<file path="config.mk">
export PLATFORM = sky130hd
export DESIGN_NAME = staggered_add_sched
export DESIGN_NICKNAME = d
export VERILOG_FILES = /design/src/rtl/staggered_pkg.sv /design/src/rtl/staggered_add_sched_rr_arbiter.sv /design/src/rtl/staggered_add_sched.sv
export SDC_FILE = /design/constraint.sdc
export NUM_CORES = 1
export LEC_CHECK = 0
export ABC_AREA = 1
export BUFFER_PORTS_ARGS = -buffer_cell sky130_fd_sc_hd__buf_2
export CAP_MARGIN = 20
export CORE_MARGIN = 5
export CORE_UTILIZATION = 35
export DETAILED_ROUTE_END_ITERATION = 12
export GPL_ROUTABILITY_DRIVEN = 0
export PLACE_DENSITY = 0.71
export SYNTH_ARGS = -nofsm -noshare
export SYNTH_HDL_FRONTEND = slang
export SYNTH_HIERARCHICAL = 1
export SYNTH_SLANG_ARGS = --single-unit
</file>
<file path="constraint.sdc">
create_clock -name Clock -period 8.1 [get_ports Clock]
set_input_delay 2.025 -clock Clock [delete_from_list [all_inputs] [get_ports Clock]]
set_output_delay 2.025 -clock Clock [all_outputs]
set_load 0.05 [all_outputs]
</file>
<file path="src/rtl/staggered_pkg.sv">
// Shared types and defaults for the staggered-adder scheduler.
// Tag IDs are sized for the largest supported requester count.
package staggered_pkg;

    localparam int unsigned DEF_N   = 16;
    localparam int unsigned DEF_R   = 4;
    localparam int unsigned DEF_LAT = 4;
    localparam int unsigned MAX_R   = 8;
    localparam int unsigned ID_W    = $clog2(MAX_R);

    typedef enum logic {
        OP_ADD = 1'b0,
        OP_SUB = 1'b1
    } op_e;

    typedef struct packed {
        logic            valid;
        logic [ID_W-1:0] id;
    } tag_t;

endpackage

</file>
<file path="src/rtl/staggered_add_sched_rr_arbiter.sv">
// Round-robin arbiter: one-hot grant searched from a rotating pointer,
// pointer moves past the winner whenever a grant is issued.
module rr_arbiter
    import staggered_pkg::*;
#(
    parameter int unsigned R = DEF_R
) (
    input  logic            clk,
    input  logic            rst_n,
    input  logic [R-1:0]    i_req,
    input  logic            i_enable,
    output logic [R-1:0]    o_grant,
    output logic [ID_W-1:0] o_grant_id,
    output logic            o_accept
);

    logic [ID_W-1:0] r_ptr;
    logic [ID_W-1:0] w_next_ptr;

    always_comb begin
        int unsigned idx;
        idx        = 0;
        o_grant    = '0;
        o_grant_id = '0;
        o_accept   = 1'b0;
        if (i_enable) begin
            for (int unsigned k = 0; k < R; k++) begin
                idx = (32'(r_ptr) + k) % R;
                if (!o_accept && i_req[idx]) begin
                    o_grant[idx] = 1'b1;
                    o_grant_id   = ID_W'(idx);
                    o_accept     = 1'b1;
                end
            end
        end
    end

    assign w_next_ptr = (o_grant_id == ID_W'(R - 1)) ? '0 : o_grant_id + 1'b1;

    always_ff @(posedge clk or negedge rst_n) begin
        if (!rst_n) begin
            r_ptr <= '0;
        end else if (o_accept) begin
            r_ptr <= w_next_ptr;
        end
    end

endmodule

</file>
<file path="src/rtl/staggered_add_sched.sv">
// Shares one pipelined adder between R requesters; requester IDs ride a
// latency-matched tag pipeline so each result returns to its issuer.
module staggered_add_sched
    import staggered_pkg::*;
#(
    parameter int unsigned N   = DEF_N,
    parameter int unsigned R   = DEF_R,
    parameter int unsigned LAT = DEF_LAT
) (
    input  logic           Clock,
    input  logic           ResetN,
    input  logic [R-1:0]   ReqValid,
    output logic [R-1:0]   ReqReady,
    input  logic [R*N-1:0] ReqA,
    input  logic [R*N-1:0] ReqB,
    input  logic [R-1:0]   ReqCI,
    input  logic [R-1:0]   ReqOp,
    output logic [N-1:0]   AddA,
    output logic [N-1:0]   AddB,
    output logic           AddCI,
    input  logic [N-1:0]   AddS,
    input  logic           AddCO,
    output logic [R-1:0]   RspValid,
    output logic [N-1:0]   RspSum,
    output logic           RspCarry,
    input  logic           Drain,
    output logic           Idle
);

    logic [R-1:0]    w_grant;
    logic [ID_W-1:0] w_grant_id;
    logic            w_accept;
    logic            w_enable;

    logic [N-1:0]    w_sel_a;
    logic [N-1:0]    w_sel_b;
    logic            w_sel_ci;
    op_e             w_sel_op;
    logic [N-1:0]    w_opnd_b;
    logic            w_opnd_ci;

    logic [N-1:0]    r_add_a;
    logic [N-1:0]    r_add_b;
    logic            r_add_ci;

    tag_t            r_tag [LAT];
    tag_t            w_last;
    logic [R-1:0]    w_rsp_onehot;
    logic            w_busy;

    logic [R-1:0]    r_rsp_valid;
    logic [N-1:0]    r_rsp_sum;
    logic            r_rsp_carry;

    // Gating with ResetN keeps ReqReady low while reset is asserted.
    assign w_enable = ResetN & ~Drain;

    rr_arbiter #(
        .R(R)
    ) u_arb (
        .clk        (Clock),
        .rst_n      (ResetN),
        .i_req      (ReqValid),
        .i_enable   (w_enable),
        .o_grant    (w_grant),
        .o_grant_id (w_grant_id),
        .o_accept   (w_accept)
    );

    assign ReqReady = w_grant;

    always_comb begin
        w_sel_a  = '0;
        w_sel_b  = '0;
        w_sel_ci = 1'b0;
        w_sel_op = OP_ADD;
        for (int unsigned i = 0; i < R; i++) begin
            if (w_grant[i]) begin
                w_sel_a  = ReqA[i*N +: N];
                w_sel_b  = ReqB[i*N +: N];
                w_sel_ci = ReqCI[i];
                w_sel_op = op_e'(ReqOp[i]);
            end
        end
    end

    // Subtraction as A + ~B + 1, so the adder carry-out is the not-borrow.
    always_comb begin
        w_opnd_b  = w_sel_b;
        w_opnd_ci = w_sel_ci;
        if (w_sel_op == OP_SUB) begin
            w_opnd_b  = ~w_sel_b;
            w_opnd_ci = 1'b1;
        end
    end

    always_ff @(posedge Clock or negedge ResetN) begin
        if (!ResetN) begin
            r_add_a  <= '0;
            r_add_b  <= '0;
            r_add_ci <= 1'b0;
        end else if (w_accept) begin
            r_add_a  <= w_sel_a;
            r_add_b  <= w_opnd_b;
            r_add_ci <= w_opnd_ci;
        end
    end

    assign AddA  = r_add_a;
    assign AddB  = r_add_b;
    assign AddCI = r_add_ci;

    always_ff @(posedge Clock or negedge ResetN) begin
        if (!ResetN) begin
            for (int unsigned i = 0; i < LAT; i++) begin
                r_tag[i] <= '0;
            end
        end else begin
            r_tag[0] <= '{valid: w_accept, id: w_grant_id};
            for (int unsigned i = 1; i < LAT; i++) begin
                r_tag[i] <= r_tag[i-1];
            end
        end
    end

    assign w_last       = r_tag[LAT-1];
    assign w_rsp_onehot = R'(1) << w_last.id;

    always_ff @(posedge Clock or negedge ResetN) begin
        if (!ResetN) begin
            r_rsp_valid <= '0;
            r_rsp_sum   <= '0;
            r_rsp_carry <= 1'b0;
        end else if (w_last.valid) begin
            r_rsp_valid <= w_rsp_onehot;
            r_rsp_sum   <= AddS;
            r_rsp_carry <= AddCO;
        end else begin
            r_rsp_valid <= '0;
        end
    end

    assign RspValid = r_rsp_valid;
    assign RspSum   = r_rsp_sum;
    assign RspCarry = r_rsp_carry;

    always_comb begin
        w_busy = 1'b0;
        for (int unsigned i = 0; i < LAT; i++) begin
            w_busy = w_busy | r_tag[i].valid;
        end
    end

    assign Idle = ~w_busy;

endmodule

</file>
==> reports/metrics.yaml <==
dr.pass1.iters: 5
grt_setup_unrepaired: "false"
cap_violations: 0
diodes: 0
crit_family: "buffers and inverters"
cp_num_cells: 11
cp-startpoint: "ReqValid[0]"
fin_crit_ns: 5.90
drc_errors: 0
die_height_um: 125
regToRegEndpoint: "AddB[10]"
synth_seq_area_share_pct: 39.0
worstHoldPathType: "flop to flop"
synthFlopType: "dfrtp_1"
reg2reg_slack_ns: 4.15
criticalPathCategory: "input pin to primary output"
start_kind: "input pin"
htreeDepth: 3
area_growth_pct: 31.0
grt_max_degree: 41
die_area_sq_um: 15600
p_leak_nw: 3.41
drt_iter0_drc: 352
stdcell_count: 1015
crit_buf_inv: 4
finClkSkew_ns: 0.00694
grt-ovfl-total: 0
critical-path-max-stage-delay_ns: 0.50
end_kind: "primary output"
drive_gt1_share_pct: 34.8
hpwl_mm: 11.1
vias: 4933
tritoncts: "done"
async_reset_ff_share_pct: 100
ios: 219
grt_pass1_wl_mm: 24.0
final_util_pct: 46.2
post_cts_buffers: 0
clk_latency_ns: 0.33
tns_ns: 0
synth_fp_nets: 802
dpl.cell_count: 999
worstPathMaxFanout: 19
avgViaCountPerCell: 4.86
worst-r2r-cell-count: 18
post_cts_resized: 0
finalCritPeriodShare_pct: 72.8
hold_viol_final: 0
ant_nets: 0
synth_cell_types: 35
slowest_stage: "inv_1"
worstPathRequired_ns: 6.08
grt_pass1_vias: 4717
p_per_area_nw_per_um2: 403
tightest_slew_ns: 0.799
avgSynthCellArea_sq_um: 7.27
rows: 42
synth_cells: 635
maxSlewHeadroom_pct: 46.7
die_w_um: 125
clkTransAtPathRegs_ns: 0.06
outcome: "finished, final reports clean"
grt_usage_pct: 19.1
root_buffer: "clkbuf_16"
numCtsBuffers: 9
setup_viol: 0
fmax_ghz: 0.169
irDropWorstVdd_uv: 215
cts.path.max_buffers: 2
start_util_pct: 35.3
ys_warn_count: 6
maxSlewViolCount: 0
synth_edf_count: 0
holdWs_ns: 0.345
wire_per_inst_um: 14.9
r2r_start: "u_arb/r_ptr[0]"
endpoint: "ReqReady[0]"
cts_sinks: 72
port_buffers: 218
critPathArrivalTime_ns: 3.88
synth_seq_cells: 72
antenna_found_initial: 0
crit_path_cell_trace: "buf_2 > inv_1 > nand2_1 > nand3_2 > nand2_4 > nor2_1 > a22oi_1 > nand2_1 > o21ai_1 > inv_1 > buf_2"
coreArea_sq_um: 13100
hold_buffers: 0
drt-total-wl_mm: 15.1
mappedNetlistArea_sq_um: 4610
nNetsFinal: 1001
==> sequential cells by signal (all words and copies together) (netlist names) <==
register     flops
AddB            16
u_arb/r_ptr      2
r_tag           16
RspCarry         1
RspValid         4
AddCI            1
RspSum          16
AddA            16
==> worst reg2reg max path, stage by stage, from the launching register on <==
cell     delay, ns
dfrtp_1       0.70
inv_2         0.23
ha_1          0.41
inv_1         0.10
nand3_1       0.08
nand2_1       0.12
nor2_1        0.25
a22oi_1       0.11
nand3_1       0.08
nand2_1       0.06
inv_1         0.09
buf_4         0.39
inv_2         0.41
nor2_2        0.27
inv_1         0.10
nand2_4       0.21
nand2_1       0.09
nand3_1       0.09
nand2_1       0.05
==> per-layer routing <==
metal  GRT usage, %  up-vias  routed length [um]  part of all wire, %
li1               -     2454                   -                    -
met1           23.4     2210                6170                   41
met2           32.4      237                7330                   49
met3           4.55       32                1260                  8.3
met4           7.40        0                 347                  2.3
met5              0        -                   0                    0
==> Yosys cell counts, types with 5 or more instances <==
| master | count | area share [%] |
|---|---|---|
| a21oi_1 | 83 | 9.0 |
| buf_2 | 16 | 1.7 |
| buf_4 | 6 | 0.98 |
| clkbuf_1 | 6 | 0.49 |
| dfrtp_1 | 72 | 39 |
| ha_1 | 7 | 1.9 |
| inv_1 | 53 | 4.3 |
| inv_2 | 6 | 0.49 |
| mux2_2 | 17 | 4.1 |
| nand2_1 | 206 | 17 |
| nand2_2 | 12 | 1.6 |
| nand3_1 | 49 | 5.3 |
| nand4_1 | 5 | 0.68 |
| nor2_1 | 40 | 3.3 |
| o211ai_1 | 16 | 2.6 |
==> how the worst min path moves through the flow <==
stage	slack, ns	cells past startpoint	start	to
6_report	0.34	0	r_tag[6]	r_tag[2]
5_1_grt	0.36	0	r_tag[10]	r_tag[6]
4_1_cts	0.35	0	r_tag[14]	r_tag[10]
3_5_place_dp	0.33	0	r_tag[4]	r_tag[0]
3_3_place_gp	0.33	0	r_tag[14]	r_tag[10]
2_1_floorplan	0.33	0	r_tag[4]	r_tag[0]
==> area by class of cell <==
class / count / area [sq um]
Sequential cell: 72 / 1800
Clock inverter: 5 / 40.0
Timing Repair Buffer: 223 / 1130
Multi-Input combinational cell: 465 / 2360
Inverter: 63 / 244
Fill cell: 1337 / 7040
Tap cell: 176 / 220
Clock buffer: 11 / 243
==> metrics by stage <==
| stage | worst slack (ns) | power (mW) | area [sq um] |
|---|---|---|---|
| 3_3_place_gp | 2.18 | 2.06 | 5760 |
| 3_5_place_dp | 2.17 | 2.08 | 5760 |
| 6_report | 2.20 | 2.44 | 6040 |
| 2_1_floorplan | 3.01 | 1.74 | 4610 |
| 4_1_cts | 2.17 | 2.46 | 6040 |
| 5_1_grt | 1.97 | 2.63 | 6040 |
==> layout by cell type (no fill, tap or decap), types with 3 or more instances in the layout <==
| master | synthesis | final |
|---|---|---|
| inv_4 | 3 | 3 |
| buf_4 | 6 | 6 |
| nand3_2 | 4 | 4 |
| nor3_1 | 4 | 4 |
| buf_2 | 16 | 217 |
| mux2_2 | 17 | 17 |
| nor2_1 | 40 | 40 |
| ha_1 | 7 | 7 |
| nand4_1 | 5 | 5 |
| nand2_1 | 206 | 206 |
| a22oi_1 | 4 | 4 |
| inv_2 | 6 | 6 |
| nand3_1 | 49 | 49 |
| dfrtp_1 | 72 | 72 |
| o211ai_1 | 16 | 16 |
| a21oi_1 | 83 | 83 |
| clkinv_4 | 0 | 3 |
| nand2_2 | 12 | 12 |
| clkbuf_16 | 0 | 9 |
| inv_1 | 53 | 53 |
| nand2_4 | 4 | 4 |
==> logic make-up (layout without fill, tap and decap cells) <==
group                    Yosys count  in the layout  synth area share [%]
multiplexers                      17             17                  4.15
other                              1              1                0.0813
flip-flops                        72             72                  39.0
buffers and inverters             98            302                  9.71
adder cells (fa/ha/maj)            7              7                  1.90
AO/OA/AOI/OAI                    109            109                  13.3
AND/OR/NAND/NOR                  331            331                  31.8
==> where the power goes <==
part           switching (mW)  leakage, nW  internal, mW  total [mW]
Sequential             0.0910        0.893         0.491       0.582
Clock                   0.151        0.140         0.218       0.368
Combinational            1.07         2.38         0.421        1.49
Total                    1.31         3.41          1.13        2.44
Note: power is estimated with default switching activity, not from simulation.
